`src/rtl/tff_bank_sequencer.sv`:
```
// Up/down step sequencer for a bank of negedge-triggered T flip-flops; T vectors issued on posedge.
// Optional readback checking of the bank against the shadow count: define TFF_READBACK_CHECK_EN.
module tff_bank_sequencer #(
    parameter int WIDTH = 4
) (
    input  logic             clk,
    input  logic             rst_n,
    input  logic             start,
    input  logic             stop,
    input  logic             clr,
    input  logic             dir,
    input  logic [WIDTH-1:0] limit,
    input  logic [WIDTH-1:0] q_fb,
    output logic [WIDTH-1:0] t_vec,
    output logic [WIDTH-1:0] count,
    output logic             busy,
    output logic             done,
    output logic             err
);

    typedef enum logic [2:0] {
        SYNC0 = 3'd0,
        SYNC1 = 3'd1,
        IDLE  = 3'd2,
        RUN   = 3'd3,
        DONE  = 3'd4
    } state_t;

    state_t           state, state_nxt;
    logic [WIDTH-1:0] t_nxt, count_nxt, step_val;
    logic             busy_nxt, done_nxt, dir_q, dir_nxt, step_dir;

    // The first step of a run uses the dir input directly, since dir_q is latched on that same edge.
    assign step_dir = (state == IDLE) ? dir : dir_q;
    assign step_val = step_dir ? (count + WIDTH'(1)) : (count - WIDTH'(1));

    always_ff @(posedge clk or negedge rst_n) begin
        if (!rst_n) begin
            state <= SYNC0;
            t_vec <= '0;
            count <= '0;
            busy  <= 1'b1;
            done  <= 1'b0;
            dir_q <= 1'b1;
        end else begin
            state <= state_nxt;
            t_vec <= t_nxt;
            count <= count_nxt;
            busy  <= busy_nxt;
            done  <= done_nxt;
            dir_q <= dir_nxt;
        end
    end

    always_comb begin
        state_nxt = state;
        t_nxt     = '0;
        count_nxt = count;
        busy_nxt  = busy;
        done_nxt  = 1'b0;
        dir_nxt   = dir_q;
        case (state)
            SYNC0: begin
                // Toggling exactly the bits that read 1 drives the whole bank to 0.
                t_nxt     = q_fb;
                busy_nxt  = 1'b1;
                state_nxt = SYNC1;
            end
            SYNC1: begin
                busy_nxt  = 1'b0;
                state_nxt = IDLE;
            end
            IDLE: begin
                busy_nxt = 1'b0;
                if (stop) begin
                    state_nxt = IDLE;
                end else if (clr) begin
                    t_nxt     = count;
                    count_nxt = '0;
                end else if (start) begin
                    if (count == limit) begin
                        done_nxt  = 1'b1;
                        state_nxt = DONE;
                    end else begin
                        dir_nxt   = dir;
                        busy_nxt  = 1'b1;
                        t_nxt     = count ^ step_val;
                        count_nxt = step_val;
                        state_nxt = RUN;
                        if (step_val == limit) begin
                            done_nxt  = 1'b1;
                            busy_nxt  = 1'b0;
                            state_nxt = DONE;
                        end
                    end
                end
            end
            RUN: begin
                if (stop) begin
                    busy_nxt  = 1'b0;
                    state_nxt = IDLE;
                end else begin
                    t_nxt     = count ^ step_val;
                    count_nxt = step_val;
                    if (step_val == limit) begin
                        done_nxt  = 1'b1;
                        busy_nxt  = 1'b0;
                        state_nxt = DONE;
                    end
                end
            end
            DONE: begin
                busy_nxt  = 1'b0;
                state_nxt = IDLE;
            end
            default: begin
                busy_nxt  = 1'b1;
                state_nxt = SYNC0;
            end
        endcase
    end

`ifdef TFF_READBACK_CHECK_EN
    // Bank and shadow count agree at every posedge once the SYNC0 clearing toggle has landed.
    always_ff @(posedge clk or negedge rst_n) begin
        if (!rst_n) begin
            err <= 1'b0;
        end else if (state == IDLE && !stop && clr) begin
            err <= 1'b0;
        end else if (state != SYNC0 && q_fb != count) begin
            err <= 1'b1;
        end
    end
`else
    assign err = 1'b0;
`endif

endmodule

```
`config.mk`:
```
export PLATFORM = sky130hd
export DESIGN_NAME = tff_bank_sequencer
export DESIGN_NICKNAME = d
export VERILOG_FILES = /design/src/rtl/tff_bank_sequencer.sv
export SDC_FILE = /design/constraint.sdc
export NUM_CORES = 1
export LEC_CHECK = 0
export ABC_AREA = 1
export BUFFER_PORTS_ARGS = -buffer_cell sky130_fd_sc_hd__buf_2
export CORE_MARGIN = 3
export CORE_UTILIZATION = 53
export CTS_CLUSTER_SIZE = 28
export DETAILED_ROUTE_END_ITERATION = 6
export PLACE_DENSITY = 0.87
export SKIP_LAST_GASP = 1
export SLEW_MARGIN = 20
export SYNTH_ARGS = -nofsm -noshare
export SYNTH_HDL_FRONTEND = slang
export SYNTH_SLANG_ARGS = --single-unit
```
`constraint.sdc`:
```
create_clock -name clk -period 2.7 [get_ports clk]
set_input_delay 0.405 -clock clk [delete_from_list [all_inputs] [get_ports clk]]
set_output_delay 0.405 -clock clk [all_outputs]
set_load 0.05 [all_outputs]
```
==> reports/summary.txt, run 1 <==
Status - complete, no violations
Time the worst path needs with I/O delays and setup - 2.32 ns
Diodes inserted - 0
CTS resizes - 0
Share of the synthesized area in the top cell type - 0.273
Worst setup path class - reg2reg
Later-pin clock latency in the skew report - 0.29 ns
Cell with the most instances after synthesis - nand2_1
CP Max Fanout - 8
DPL Wire Length - 2.00 mm
Chip width - 51.6 µm
Row count - 15
Total number of clock tree sinks - 14
Final instance area - 1290 µm²
Logic pwr share - 0.700
Avg WL per Cell - 12.5 µm
GRT overflow - 0
Synth top area cells - dfrtp_1 27%, nand2_1 15%, inv_1 7.5%
Top cells by count, synth - 45 x nand2_1, 22 x inv_1, 16 x nand3_1
Cell Int Power - 0.000774 W
Synth cell types - 29
Synth warnings - 0
Hold_buf cts - 1
Setup TNS - 0 ns
Seq/Total Area, Yosys - 0.320
Final setup fails - 0
Flops & latches, synth - 14
Arr. time, crit path - 2.49 ns
Final #Nets - 198
Max Cap Viol - 0
Clock buffer depth - 2
Area Growth Syn to Fin - 16.8%
Initial DRC count - 40
H-tree depth - 1
Core area - 1840 µm²
Fmax - 0.431 GHz
Global Route Usage Sum - 0.224
Area of the multi-input gates - 647 µm²
Reg power frac - 0.215
Setup Fix Bufs, Post-CTS - 0
Die area - 2660 µm²
Placer Congestion - 0.929
Switching pwr - 0.00106 W
Yosys top cell by area - dfrtp_1
Power density cells - 1420 nW/µm²
Reg area - 353 µm²
Switching fraction of total power - 0.577
DRT Pass-1 Iters - 4
Pins Over Slew Limit - 0
First-pass GRT wire length - 4.43 mm
Pin count of the biggest net entering global routing - 15
CTS clk-pin slew, worst paths - 0.09 ns
Max VDD drop - 0.799 mV
Async set-reset flop share out of synthesis - 1.00
Routed WL - 2.59 mm
DIE HEIGHT - 51.6 µm
Final hold violation count - 0
Worst-case clock skew - 0.00280 ns
Number of flops mapped to enable cells by yosys - 0
DP Area - 1240 µm²
Post-route ant nets - 0
Hold path depth - 3
Worst hold path class - in2reg
RSZ-0062 raised after global routing - no
Post-Syn Area per Cell - 7.10 µm²
Fraction of layout cells with a size suffix above 1 - 0.264
Pleak - 0.694 nW
Initial Utilization - 0.599
Via density - 5.47
Via Count - 1133
Port Buffers - 23
Mapped cell area - 1100 µm²
DRC - 0
Crit end category - register
Root buffer cell - clkbuf_4
Clk network pwr share - 0.085
Final worst path period share - 0.859
CTS tree - done
Initial antenna violation count - 0
Mapped Cells - 155
Synthesized net count - 170
Num ports - 25
Primary FF master, synth - dfrtp_1
Reg2Reg Depth - 16
Vias in the first global route - 1070
Fill cells - 171
CTS Buf Count - 3
WP data required - 2.87 ns
Startpoint types - register
-- metal layers --
metal,vias up,share of wire,global-route usage
li1,552,-,-
met1,505,0.41,0.275
met2,65,0.46,0.373
met3,11,0.092,0.0315
met4,0,0.034,0.127
met5,-,0,0
-- critical path, stage by stage, from the launching register on --
cell	delay [ns]
dfrtp_1	0.44
inv_2	0.12
nand3_2	0.11
nand2_4	0.11
nand3_4	0.09
nand2_1	0.08
inv_1	0.05
ha_1	0.32
xor2_1	0.16
nor2_1	0.11
nand2_1	0.09
nor2_4	0.10
nand3_4	0.12
nand2_1	0.10
nand2_1	0.06
nand2_1	0.06
nand3_1	0.07
-- power by group through the flow --
stage	Sequential, W	Combinational (W)	Clock [W]
floorplan	0.000577	0.000828	0
global placement	0.000389	0.00122	0
detailed placement	0.000396	0.00125	0
CTS	0.000391	0.00127	0.000160
global route	0.000402	0.00143	0.000172
finish	0.000394	0.00128	0.000155
-- metrics by stage --
stage	worst slack, ns	std cells	hold slack [ns]	total power [W]	utilization
floorplan	0.502	155	0.109	0.00141	-
global placement	0.493	202	0.317	0.00161	0.674
detailed placement	0.386	202	0.318	0.00165	0.674
CTS	0.381	207	0.326	0.00182	0.699
global route	0.176	207	0.327	0.00200	0.699
finish	0.380	207	0.326	0.00183	0.699
-- cell usage in the layout (no fill, tap or decap) --
master and instances:
a22oi_2 1, xor2_1 6, nand3_1 16, inv_2 3, nand3_4 2, conb_1 1, a21oi_2 1, a221oi_1 1
nand2_2 4, inv_1 22, o211ai_1 4, dfstp_2 2, ha_1 1, nand2_4 1, a31oi_1 1, clkbuf_4 3
o21bai_2 1, nand3_2 2, nand4_1 1, buf_2 23, o21ai_0 7, nor2_2 1, clkbuf_8 1, o21ai_1 1
nor2_1 9, dlygate4sd3_1 1, nand2_1 45, nor3_1 1, dfrtp_1 12, a21oi_1 5, nand4_4 1, nor2_4 2
-- sequential cells by signal, summed over array words and instances, names as in the netlist --
register and cells:
done 1, t_vec 4, dir_q 1, state 3
count 4, busy 1
-- layout make-up --
| cell class | count | share of cell area |
|---|---|---|
| timing repair buffer | 24 | 0.0973 |
| inverter | 25 | 0.0730 |
| clock buffer | 4 | 0.0282 |
| tap | 25 | 0.0243 |
| multi-input combinational | 115 | 0.503 |
| sequential | 14 | 0.274 |
-- kinds of logic after synthesis --
logic type,Yosys count,synth area share
xor gates and xnor gates,6,0.0477
other,1,0.00341
buffers and inverters,26,0.0920
adders and majority gates,1,0.0114
DFF,14,0.320
and+or+nand+nor,85,0.395
AOI/OAI and AO/OA,22,0.130
-- final timing paths --
path / from / endpoint / slack (ns)
max in group asynchronous: rst_n / dir_q / 1.89
min reg2reg: busy / busy / 0.53
max reg2reg: state[2] / state[1] / 0.38
min: q_fb[1] / t_vec[1] / 0.33
min in group asynchronous: rst_n / t_vec[2] / 0.52
max: state[2] / state[1] / 0.38
(Power assumes the default switching activity.)
==> run 2: changes to the inputs <==
--- a/config.mk
+++ b/config.mk
@@ -11,7 +11,9 @@
 export CORE_UTILIZATION = 53
 export CTS_CLUSTER_SIZE = 28
 export DETAILED_ROUTE_END_ITERATION = 6
+export HOLD_SLACK_MARGIN = 0.05
 export PLACE_DENSITY = 0.87
+export RECOVER_POWER = 50
 export SKIP_LAST_GASP = 1
 export SLEW_MARGIN = 20
 export SYNTH_ARGS = -nofsm -noshare
==> reports/summary.txt, run 2 (synthesized netlist as in run 1, its figures left out) <==
Status - complete, no violations (unchanged)
Cell Int Power - 0.000767 W (was 0.000774 W)
Post-route ant nets - 0 (unchanged)
Reg2Reg Depth - 16 (unchanged)
RSZ-0062 raised after global routing - no (unchanged)
H-tree depth - 1 (unchanged)
Capturing point of the worst reg2reg path - state[1] (unchanged)
Logic pwr share - 0.699 (was 0.700)
Via Count - 1142 (was 1133)
Max VDD drop - 0.796 mV (was 0.799 mV)
Commonest cells after routing, fill and taps aside - 45 x nand2_1, 22 x inv_1, 17 x buf_2 (was 45 x nand2_1, 23 x buf_2, 22 x inv_1)
Row count - 15 (unchanged)
Worst hold path class - in2reg (unchanged)
Via density - 5.52 (was 5.47)
Worst Tran Pin Value - 0.749 ns
Power density cells - 1430 nW/µm² (was 1420 nW/µm²)
Worst setup path class - reg2reg (unchanged)
Hold Path End - t_vec[1] (unchanged)
Root buffer cell - clkbuf_4 (unchanged)
WP data required - 2.87 ns (about the same)
DRT Pass-1 Iters - 4 (unchanged)
Reg2Reg Setup Slack - 0.38 ns (about the same)
DRC - 0 (unchanged)
Later-pin clock latency in the skew report - 0.29 ns (about the same)
DP Area - 1240 µm² (unchanged)
Top Registers - count: 4 flops, t_vec: 4 flops, state: 3 flops (unchanged)
CP Max Fanout - 8 (unchanged)
Final instance area - 1280 µm² (was 1290 µm²)
Chip width - 51.6 µm (unchanged)
Total number of clock tree sinks - 14 (unchanged)
Port Buffers - 23 (unchanged)
Hold path depth - 3 (unchanged)
Initial antenna violation count - 0 (unchanged)
Critical R2R Launch - state[0] (was state[2])
Core area - 1840 µm² (unchanged)
Num ports - 25 (unchanged)
Vias in the first global route - 1070 (unchanged)
Final worst path period share - 0.860 (was 0.859)
Reg power frac - 0.216 (was 0.215)
Time the worst path needs with I/O delays and setup - 2.32 ns (about the same)
Startpoint types - register (unchanged)
First-pass GRT wire length - 4.43 mm (unchanged)
Placer Congestion - 0.929 (unchanged)
GRT overflow - 0 (unchanged)
Clock buffer depth - 2 (unchanged)
Pins Over Slew Limit - 0 (unchanged)
Met1 GRT Util - 0.275 (unchanged)
Switching pwr - 0.00106 W (about the same)
Final #Nets - 198 (unchanged)
Setup TNS - 0 ns (unchanged)
Commonest non-fill, non-tap cell in the layout - nand2_1 (unchanged)
Avg WL per Cell - 12.6 µm (was 12.5 µm)
Rel. slew slack - 0.501
Most Crowded Layer GR - met2 (unchanged)
Pin count of the biggest net entering global routing - 15 (unchanged)
Final setup fails - 0 (unchanged)
Switching fraction of total power - 0.580 (was 0.577)
Arr. time, crit path - 2.49 ns (about the same)
Final hold violation count - 0 (unchanged)
CTS tree - done (unchanged)
Die area - 2660 µm² (unchanged)
DIE HEIGHT - 51.6 µm (unchanged)
Pleak - 0.673 nW (was 0.694 nW)
Fraction of layout cells with a size suffix above 1 - 0.231 (was 0.264)
Clk network pwr share - 0.085 (about the same)
Area Growth Syn to Fin - 16.1% (was 16.8%)
CTS clk-pin slew, worst paths - 0.09 ns (about the same)
GRT met3 Usage - 0.0315 (unchanged)
Diodes inserted - 0 (unchanged)
DPL Wire Length - 2.00 mm (unchanged)
CTS Buf Count - 3 (unchanged)
Global Route Usage Sum - 0.224 (unchanged)
Crit end category - register (unchanged)
Max Cap Viol - 0 (unchanged)
Fmax - 0.431 GHz (about the same)
Initial Utilization - 0.599 (unchanged)
Initial DRC count - 38 (was 40)
Util after Layout - 0.695 (was 0.699)
Hold path start - q_fb[1] (unchanged)
Routed WL - 2.61 mm (was 2.59 mm)
Worst-case clock skew - 0.00257 ns (was 0.00280 ns)
Met2 GRT Util - 0.373 (unchanged)
## run 2: cell count changes in the layout (fill, tap and decap cells not counted)
cell / previous run / this run
buf_2: 23 / 17
clkbuf_1: 0 / 6
## run 2: power by group through the flow
stage	Combinational, W	Sequential, W	Clock, W
floorplan	0.000828	0.000577	0
finish	0.00128	0.000394	0.000156
CTS	0.00127	0.000391	0.000160
global route	0.00142	0.000403	0.000172
detailed placement	0.00125	0.000396	0
global placement	0.00122	0.000389	0
## run 2: worst max-delay path by stage
stage,from,endpoint,slack [ns]
floorplan,count[1],state[1],0.50
global placement,dir,state[1],0.49
detailed placement,state[0],state[1],0.39
CTS,state[0],state[1],0.38
global route,state[2],state[1],0.18
finish,state[0],state[1],0.38
## run 2: what timing repair did
| action | in CTS | in global routing |
|---|---|---|
| buffers inserted | 0 | 0 |
| hold buffers | 1 | 0 |
| hold endpoints to repair | 12 | 0 |
| gates resized for setup | 0 | 0 |
## run 2: stage by stage
stage	total power, W	hold WS, ns	cells	setup WS, ns
global placement	0.00161	0.317	202	0.493
detailed placement	0.00165	0.318	202	0.386
finish	0.00183	0.325	207	0.378
CTS	0.00182	0.326	207	0.381
floorplan	0.00141	0.109	155	0.502
global route	0.00199	0.327	207	0.176
## run 2: cell type report
cell class | instances | area, µm²
multi-input combinational | 115 | 647
fill | 167 | 561
sequential | 14 | 353
timing repair buffer | 24 | 118
inverter | 25 | 93.8
clock buffer | 4 | 36.3
tap | 25 | 31.3
## run 2: worst max-delay path, cell delays in order (launching register included)
cell and delay [ns]:
dfrtp_1 0.42, inv_2 0.13, nand3_2 0.13, nand2_4 0.11, nand3_4 0.09, nand2_1 0.08, inv_1 0.05, ha_1 0.32
xor2_1 0.16, nor2_1 0.11, nand2_1 0.09, nor2_4 0.10, nand3_4 0.12, nand2_1 0.10, nand2_1 0.06, nand2_1 0.06
nand3_1 0.07
## run 2: routing by layer
| layer | vias up | part of all wire |
|---|---|---|
| li1 | 552 | - |
| met1 | 512 | 0.41 |
| met2 | 67 | 0.46 |
| met3 | 11 | 0.099 |
| met4 | 0 | 0.033 |
| met5 | - | 0 |
